$ cat config.mk
export PLATFORM = sky130hd
export DESIGN_NAME = snitch_icache_refill_beats
export DESIGN_NICKNAME = d
export VERILOG_FILES = /design/src/rtl/snitch_icache_refill_beats.sv
export SDC_FILE = /design/constraint.sdc
export NUM_CORES = 1
export LEC_CHECK = 0
export ABC_AREA = 1
export CAP_MARGIN = 10
export CELL_PAD_IN_SITES_DETAIL_PLACEMENT = 0
export CELL_PAD_IN_SITES_GLOBAL_PLACEMENT = 1
export CORE_MARGIN = 4
export CORE_UTILIZATION = 25
export DETAILED_ROUTE_END_ITERATION = 12
export HOLD_SLACK_MARGIN = 0.03
export PLACE_DENSITY = 0.8
export RECOVER_POWER = 25
export SLEW_MARGIN = 10
export SYNTH_ARGS = -nofsm -noshare
export SYNTH_HDL_FRONTEND = slang
export SYNTH_SLANG_ARGS = --single-unit
$ cat constraint.sdc
create_clock -name clk_i -period 2.25 [get_ports clk_i]
set_clock_uncertainty 0.2 [all_clocks]
set_input_delay 0.45 -clock clk_i [delete_from_list [all_inputs] [get_ports clk_i]]
set_output_delay 0.45 -clock clk_i [all_outputs]
set_load 0.05 [all_outputs]
$ cat src/rtl/snitch_icache_refill_beats.sv
// Refill stage: forwards line-refill requests as single bursts on a narrow
// memory port, tracks request ids in an in-order FIFO, assembles the returned
// beats into one cache line and hands it back with its id and an error flag.
module snitch_icache_refill_beats #(
  parameter int unsigned FETCH_AW        = 48,
  parameter int unsigned LINE_WIDTH      = 128,
  parameter int unsigned PENDING_IW      = 2,
  parameter int unsigned MEM_AW          = 48,
  parameter int unsigned MEM_DW          = 64,
  parameter int unsigned MAX_OUTSTANDING = 4
) (
  input  logic                  clk_i,
  input  logic                  rst_i,
  input  logic [FETCH_AW-1:0]   in_req_addr_i,
  input  logic [PENDING_IW-1:0] in_req_id_i,
  input  logic                  in_req_valid_i,
  output logic                  in_req_ready_o,
  output logic [MEM_AW-1:0]     mem_req_addr_o,
  output logic [7:0]            mem_req_len_o,
  output logic                  mem_req_valid_o,
  input  logic                  mem_req_ready_i,
  input  logic [MEM_DW-1:0]     mem_rsp_data_i,
  input  logic                  mem_rsp_error_i,
  input  logic                  mem_rsp_last_i,
  input  logic                  mem_rsp_valid_i,
  output logic                  mem_rsp_ready_o,
  output logic [LINE_WIDTH-1:0] out_rsp_data_o,
  output logic                  out_rsp_error_o,
  output logic [PENDING_IW-1:0] out_rsp_id_o,
  output logic                  out_rsp_valid_o,
  input  logic                  out_rsp_ready_i
);

  localparam int unsigned BEATS      = LINE_WIDTH / MEM_DW;
  localparam int unsigned LINE_ALIGN = $clog2(LINE_WIDTH / 8);
  localparam int unsigned CNT_W      = (BEATS > 1) ? $clog2(BEATS) : 1;
  localparam int unsigned PTR_W      = (MAX_OUTSTANDING > 1) ? $clog2(MAX_OUTSTANDING) : 1;
  localparam int unsigned FILL_W     = $clog2(MAX_OUTSTANDING + 1);

  typedef enum logic {COLLECT, HOLD} state_e;

  state_e                state_reg, state_next;
  logic [CNT_W-1:0]      beat_cnt_reg;
  logic                  err_acc_reg;
  logic [PENDING_IW-1:0] out_id_reg;
  logic                  out_err_reg;

  logic [PENDING_IW-1:0] id_mem [MAX_OUTSTANDING];
  logic [PTR_W-1:0]      wr_ptr_reg, rd_ptr_reg;
  logic [FILL_W-1:0]     fill_reg;
  logic                  fifo_full, fifo_empty, push, pop;

  logic                  beat_fire, line_done, final_beat, beat_err;
  logic [FETCH_AW-1:0]   line_addr;
  logic                  unused_addr_bits;

  // ---------------------------------------------------------------------------
  // Request path: purely combinational, the id FIFO only gates it when full.
  // A pop in the same cycle does not free a slot for the push (no bypass).
  // ---------------------------------------------------------------------------
  assign line_addr        = {in_req_addr_i[FETCH_AW-1:LINE_ALIGN], {LINE_ALIGN{1'b0}}};
  assign unused_addr_bits = ^in_req_addr_i[LINE_ALIGN-1:0];
  assign mem_req_addr_o   = MEM_AW'(line_addr);
  assign mem_req_len_o    = 8'(BEATS - 1);
  assign mem_req_valid_o  = in_req_valid_i && !fifo_full;
  assign in_req_ready_o   = mem_req_ready_i && !fifo_full;

  assign fifo_full  = (fill_reg == FILL_W'(MAX_OUTSTANDING));
  assign fifo_empty = (fill_reg == '0);
  assign push       = in_req_valid_i && in_req_ready_o;
  assign pop        = line_done;

  // Id storage, RAM style: no reset, written on every accepted request.
  always_ff @(posedge clk_i) begin
    if (push) id_mem[wr_ptr_reg] <= in_req_id_i;
  end

  // FIFO pointers and fill level; depth need not be a power of two.
  always_ff @(posedge clk_i) begin
    if (rst_i) begin
      wr_ptr_reg <= '0;
      rd_ptr_reg <= '0;
      fill_reg   <= '0;
    end else begin
      if (push) wr_ptr_reg <= (wr_ptr_reg == PTR_W'(MAX_OUTSTANDING - 1)) ? '0 : wr_ptr_reg + 1'b1;
      if (pop)  rd_ptr_reg <= (rd_ptr_reg == PTR_W'(MAX_OUTSTANDING - 1)) ? '0 : rd_ptr_reg + 1'b1;
      fill_reg <= fill_reg + FILL_W'(push) - FILL_W'(pop);
    end
  end

  // ---------------------------------------------------------------------------
  // Response path. The beat counter decides where a line ends; the last flag
  // is only cross-checked and folds into the error on disagreement.
  // ---------------------------------------------------------------------------
  assign final_beat = (beat_cnt_reg == CNT_W'(BEATS - 1));
  assign beat_err   = mem_rsp_error_i | (mem_rsp_last_i != final_beat);

  // Next-state and handshake decode for the COLLECT / HOLD machine.
  always_comb begin
    state_next      = state_reg;
    mem_rsp_ready_o = 1'b0;
    beat_fire       = 1'b0;
    line_done       = 1'b0;
    case (state_reg)
      COLLECT: begin
        mem_rsp_ready_o = !fifo_empty;
        beat_fire       = mem_rsp_valid_i && !fifo_empty;
        line_done       = beat_fire && final_beat;
        if (line_done) state_next = HOLD;
      end
      HOLD: begin
        if (out_rsp_ready_i) state_next = COLLECT;
      end
      default: state_next = COLLECT;
    endcase
  end

  // State register.
  always_ff @(posedge clk_i) begin
    if (rst_i) state_reg <= COLLECT;
    else       state_reg <= state_next;
  end

  // Beat counter and error accumulator, both cleared when a line completes.
  always_ff @(posedge clk_i) begin
    if (rst_i) begin
      beat_cnt_reg <= '0;
      err_acc_reg  <= 1'b0;
    end else if (beat_fire) begin
      if (line_done) begin
        beat_cnt_reg <= '0;
        err_acc_reg  <= 1'b0;
      end else begin
        beat_cnt_reg <= beat_cnt_reg + 1'b1;
        err_acc_reg  <= err_acc_reg | beat_err;
      end
    end
  end

  // Capture id (FIFO head) and final error as the line completes.
  always_ff @(posedge clk_i) begin
    if (rst_i) begin
      out_id_reg  <= '0;
      out_err_reg <= 1'b0;
    end else if (line_done) begin
      out_id_reg  <= id_mem[rd_ptr_reg];
      out_err_reg <= err_acc_reg | beat_err;
    end
  end

  // One register per beat slot; no writes happen in HOLD so the line is stable.
  for (genvar gi = 0; gi < BEATS; gi++) begin : g_slot
    logic [MEM_DW-1:0] slot_reg;

    // Slot gi takes the beat whose counter value equals gi.
    always_ff @(posedge clk_i) begin
      if (rst_i)                                              slot_reg <= '0;
      else if (beat_fire && (beat_cnt_reg == CNT_W'(gi)))     slot_reg <= mem_rsp_data_i;
    end

    assign out_rsp_data_o[gi*MEM_DW +: MEM_DW] = slot_reg;
  end

  assign out_rsp_valid_o = (state_reg == HOLD);
  assign out_rsp_id_o    = out_id_reg;
  assign out_rsp_error_o = out_err_reg;

  // A beat offered while no burst is outstanding cannot belong to anything.
  a_beat_without_burst: assert property (@(posedge clk_i) disable iff (rst_i)
    !(mem_rsp_valid_i && fifo_empty));

endmodule
======== Word-level counts from Yosys, hierarchy flattened ========
Memory sizes are Yosys's and may differ from the RTL's. A register that Yosys moved wholly into a read port is not among the register bits.
Cells that the tools add are included.
W data, S select, Z words.
cells by class
  order comparisons ....................... 0
  equal/unequal tests ..................... 4
  $add $sub $neg .......................... 5
  $mul .................................... 0
  reduce and logical (&&, ||, !) cells .... 10
  div/mod/pow operators ................... 0
  shift operators ......................... 0
  bitwise operators ....................... 4
  mux-type cells .......................... 12
operators by type and width
  cell                   number
  $mux W1                9
  $logic_and A1 B1 Y1    7
  $add A2 B1 Y2 const B  2
  $eq A2 B2 Y1 const B   2
  $mux W2                2
  $add A3 B1 Y3          1
  $eq A3 B3 Y1 const B   1
  $logic_not A3 Y1       1
  $sub A3 B1 Y3          1
  $logic_not A1 Y1       2
  $not A1 Y1             2
  $or A1 B1 Y1           2
  $pmux W1 S2            1
  $add A1 B1 Y1 const B  1
  $ne A1 B1 Y1           1
storage, ports and cells
  latch bits .............................. 0
  RAM bits ................................ 8
  memories ................................ 1
  word-level logic and storage cells ...... 45
  output and inout bits ................... 191
  ROM bits ................................ 0
  input bits .............................. 122
  register bits ........................... 139
memories
  name    words  bits a word  rd ports  clocked after memory_dff  wr ports  line  source
  id_mem  4      2            1         1                         1         48    logic [PENDING_IW-1:0] id_mem [MAX_OUTSTANDING];

======== Logic depth before layout (Yosys ltp) ========
  depth after elaboration ................. 6
  gate-level depth with buffers ........... 12
  mapped depth without buffers ............ 11

======== Worst setup path before layout ========
Ideal clock, no wire load.
  path type ............................... register -> register
  start point ............................. reg state_reg, in the netlist out_rsp_valid_o
  end point ............................... reg fill_reg[2]
  arrival time ............................ 2.170 ns
  cell stages (with the launch flop) ...... 12
  setup slack ............................. -0.240 ns
  library setup time ...................... 0.120 ns
  path through ............................ dfxtp_1 -> nor2_4 -> nand3_2 -> buf_2 -> inv_1 -> ha_1 -> inv_1 -> ha_1 -> inv_1 -> fa_1 -> o21ai_0 -> a21oi_1
between the ends
  longest elaborated chain between the ends .. 2
ends and longest elaborated chain
  what                    line  source
  start, declared         42    state_e state_reg, state_next;
  start signal, assigned  121   else state_reg <= state_next;
  $mux W1                 104   case (state_reg)
  via line_done           53    logic beat_fire, line_done, final_beat, beat_err;
  $sub A3 B1 Y3           87    fill_reg <= fill_reg + FILL_W'(push) - FILL_W'(pop);
  end signal, assigned    87
  end, declared           50    logic [FILL_W-1:0] fill_reg;
The timed path passes the listed nets, and every way through them passes these cells.
A chain may end at the register's enable or synchronous reset.

======== Worst setup path after layout ========
  start point ............................. reg g_slot[1].slot_reg[35]
  end point ............................... out out_rsp_data_o[99]
RTL lines
  what                    line  source
  start, declared         153   logic [MEM_DW-1:0] slot_reg;
  start signal, assigned  158   else if (beat_fire && (beat_cnt_reg == CNT_W'(gi))) slot_reg <= mem_rsp_data_i;
  end, declared           27    output logic [LINE_WIDTH-1:0] out_rsp_data_o,
No word-level cell between the ends.

==> out/results.ini <==
[power_and_ir_drop]
p_leak_uw = 0.00506
clockPowerShare = 0.345
ir_drop_mv = 0.374
total_power_uw = 8650
powerDensity_nw_per_um2 = 954
combPwrFrac = 0.302
pwr-share-seq = 0.353
power.internal_uw = 5460
switchingPower_uw = 3190
swShare = 0.369

[final_layout]
final_common_cell = nand2_1
largest_reg_flops = 128
final_nets = 1149
drive_gt1_frac = 0.0620
area_delta_synth_final_pct = 39.9
final_cell_mix = 218 x nand2_1, 155 x nor2_1, 140 x dfxtp_1
antennaDiodeCount = 0

[status]
status = finished, final reports clean

[drt]
drtIter0Drc = 327
dr_total_vias = 5831
highest_layer = met4
wirelength_um = 19900
viasPerCell = 4.28
dr_wl_met3_um = 1620
wl_met2_um = 9240
drtAntennaViolNets = 0
wl_met1_um = 8550
remaining_drc_errors = 0
wl_per_cell_um = 14.6
drt_pass1_iterations = 4

[clocking]
post-cts-setup-buffers = 0
clkTransAtPathRegs_ns = 0.06
worst_skew_pair.late_latency_ns = 0.42
cts.sinks = 149
clockRootBuffer = clkbuf_16
cts_tree = built
cts_buffers = 17
clk_path_buf_depth = 2
htreeDepth = 4

[worst_setup_path]
r2r_slack_ns = 0.15
slowest_delay_ns = 0.82
slowest_stage = clkdlybuf4s50_1
crit_fanout = 2
r2r_start = fill_reg[1]$_SDFF_PP0_
cp.arrival_ns = 1.57
cp-end-kind = output port
critPathKind = reg -> out
path_cells = clkdlybuf4s50_1
crit_cells = 1
startpoint = g_slot[1].slot_reg[35]$_SDFFE_PP0P_
cp-endpoint = out_rsp_data_o[99]
crit_path_start_kind = flop
crit_buf_inv = 1
critical_path.top_delay_family = buffers and inverters
r2r_cells = 11
timing.rr.end = fill_reg[2]$_SDFF_PP0_
required_ns = 1.60

[sta]
slew_headroom = 0.514
hold_viol = 0
period_needed_ns = 2.22
worst_slew_pin_slew_ns = 0.728
setup_ws_ns = 0.0299
finalMaxSlewViolations = 0
fin_crit_sh = 0.987
tns_ns = 0
fmaxAchievable_ghz = 0.450
rsz0062_at_grt = false
finalSetupViolations = 0
holdWs_ns = 0.256

[yosys]
syn_inst = 880
synth_area_leaders = dfxtp_1 44%, nand2_1 13%, nor2_1 9.0%
yosys.area.top_type = dfxtp_1
netlist_area_um2 = 6480
yosysWarningCount = 0
syn_avg_cell_area_um2 = 7.37
synth_top_area_share = 0.435
synth-seq-cells = 149
ys_seq_area_frac = 0.472
synth_cell_types = 25

[die]
num_rows = 58
die_h_um = 169
die_w_um = 169
core_um2 = 25300
start_util = 0.256
ios = 313
die_area_um2 = 28600

[flow_run]
drv_cap = 0

[grt]
grt_pass1_wl_um = 31300
antenna_found_initial = 0
gr-total-overflow = 0
grt_pass1_vias = 5726
grt_max_degree = 73
track_usage = 0.138

[placed_design]
place_ws_ns = -0.354
port_buffers = 208
detailedPlacementHpwl_um = 12800
gp_congestion = 0.706

[worst_hold_path]
hp-class = reg -> reg

==> cells by family (layout without fill, tap and decap cells) <==
group,after synthesis,in the layout,share of synthesized area
compound gates,77,77,0.0606
xor+xnor,1,1,0.00135
fa+ha+maj,8,8,0.0166
buf+inv,198,340,0.160
flops,149,149,0.472
other cells,2,12,0.00116
simple gates,445,445,0.288
==> what timing repair did <==
item / 4_1_cts / 5_1_grt
gates resized for setup: 40 / 61
setup endpoints to repair: 40 / 61
hold buffers: 0 / 0
pin swaps: 0 / 0
==> per-layer routing <==
metal / GRT usage / vias up
li1: - / 2959
met2: 0.230 / 193
met3: 0.0509 / 35
met5: 0 / -
met4: 0.0459 / 0
met1: 0.165 / 2644
==> worst min-delay path by stage <==
stage                     depth (start not counted)  slack (ns)                             endpoint                                start
final                                             2        0.26  g_slot[0].slot_reg[56]$_SDFFE_PP0P_  g_slot[0].slot_reg[56]$_SDFFE_PP0P_
after global placement                            2        0.25  g_slot[0].slot_reg[54]$_SDFFE_PP0P_  g_slot[0].slot_reg[54]$_SDFFE_PP0P_
after detailed placement                          2        0.25  g_slot[0].slot_reg[56]$_SDFFE_PP0P_  g_slot[0].slot_reg[56]$_SDFFE_PP0P_
after CTS                                         2        0.26  g_slot[0].slot_reg[56]$_SDFFE_PP0P_  g_slot[0].slot_reg[56]$_SDFFE_PP0P_
after floorplan                                   2        0.31            beat_cnt_reg$_SDFFE_PP0P_            beat_cnt_reg$_SDFFE_PP0P_
after global routing                              2        0.27  g_slot[0].slot_reg[56]$_SDFFE_PP0P_  g_slot[0].slot_reg[56]$_SDFFE_PP0P_
==> cell usage after synthesis, drive strengths merged <==
library cell and instances:
conb 2, edfxtp 8, nor3 2, a21boi 3, fa 1, o21ai 5, a21oi 69, nand2 219
nand3 3, dfxtp 141, nor2 157, nand4 64, buf 90, xor2 1, ha 7, clkbuf 24
inv 84
==> final cells by class <==
type	count	area (µm²)
Fill cell	2673	16300
Sequential cell	149	3070
Multi-Input combinational cell	543	2440
Timing Repair Buffer	224	2220
Clock buffer	18	439
Tap cell	330	413
Inverter	84	315
Clock inverter	14	175
==> stage by stage <==
step           instance area (µm²)   util  cells
2_1_floorplan                 6530      -    890
3_3_place_gp                  8430  0.333   1330
3_5_place_dp                  8430  0.333   1330
4_1_cts                       9000  0.355   1362
5_1_grt                       9070  0.358   1362
6_report                      9070  0.358   1362
==> power by group through the flow <==
stage                     combinational [µW]  clock (µW)  sequential [µW]
after global placement                  2690           0             3120
after floorplan                         1210           0             3890
after global routing                    2820        3190             3090
final                                   2610        2990             3060
after detailed placement                2710           0             3120
after CTS                               2680        3090             3060
Note: power is estimated with default switching activity, not from simulation.
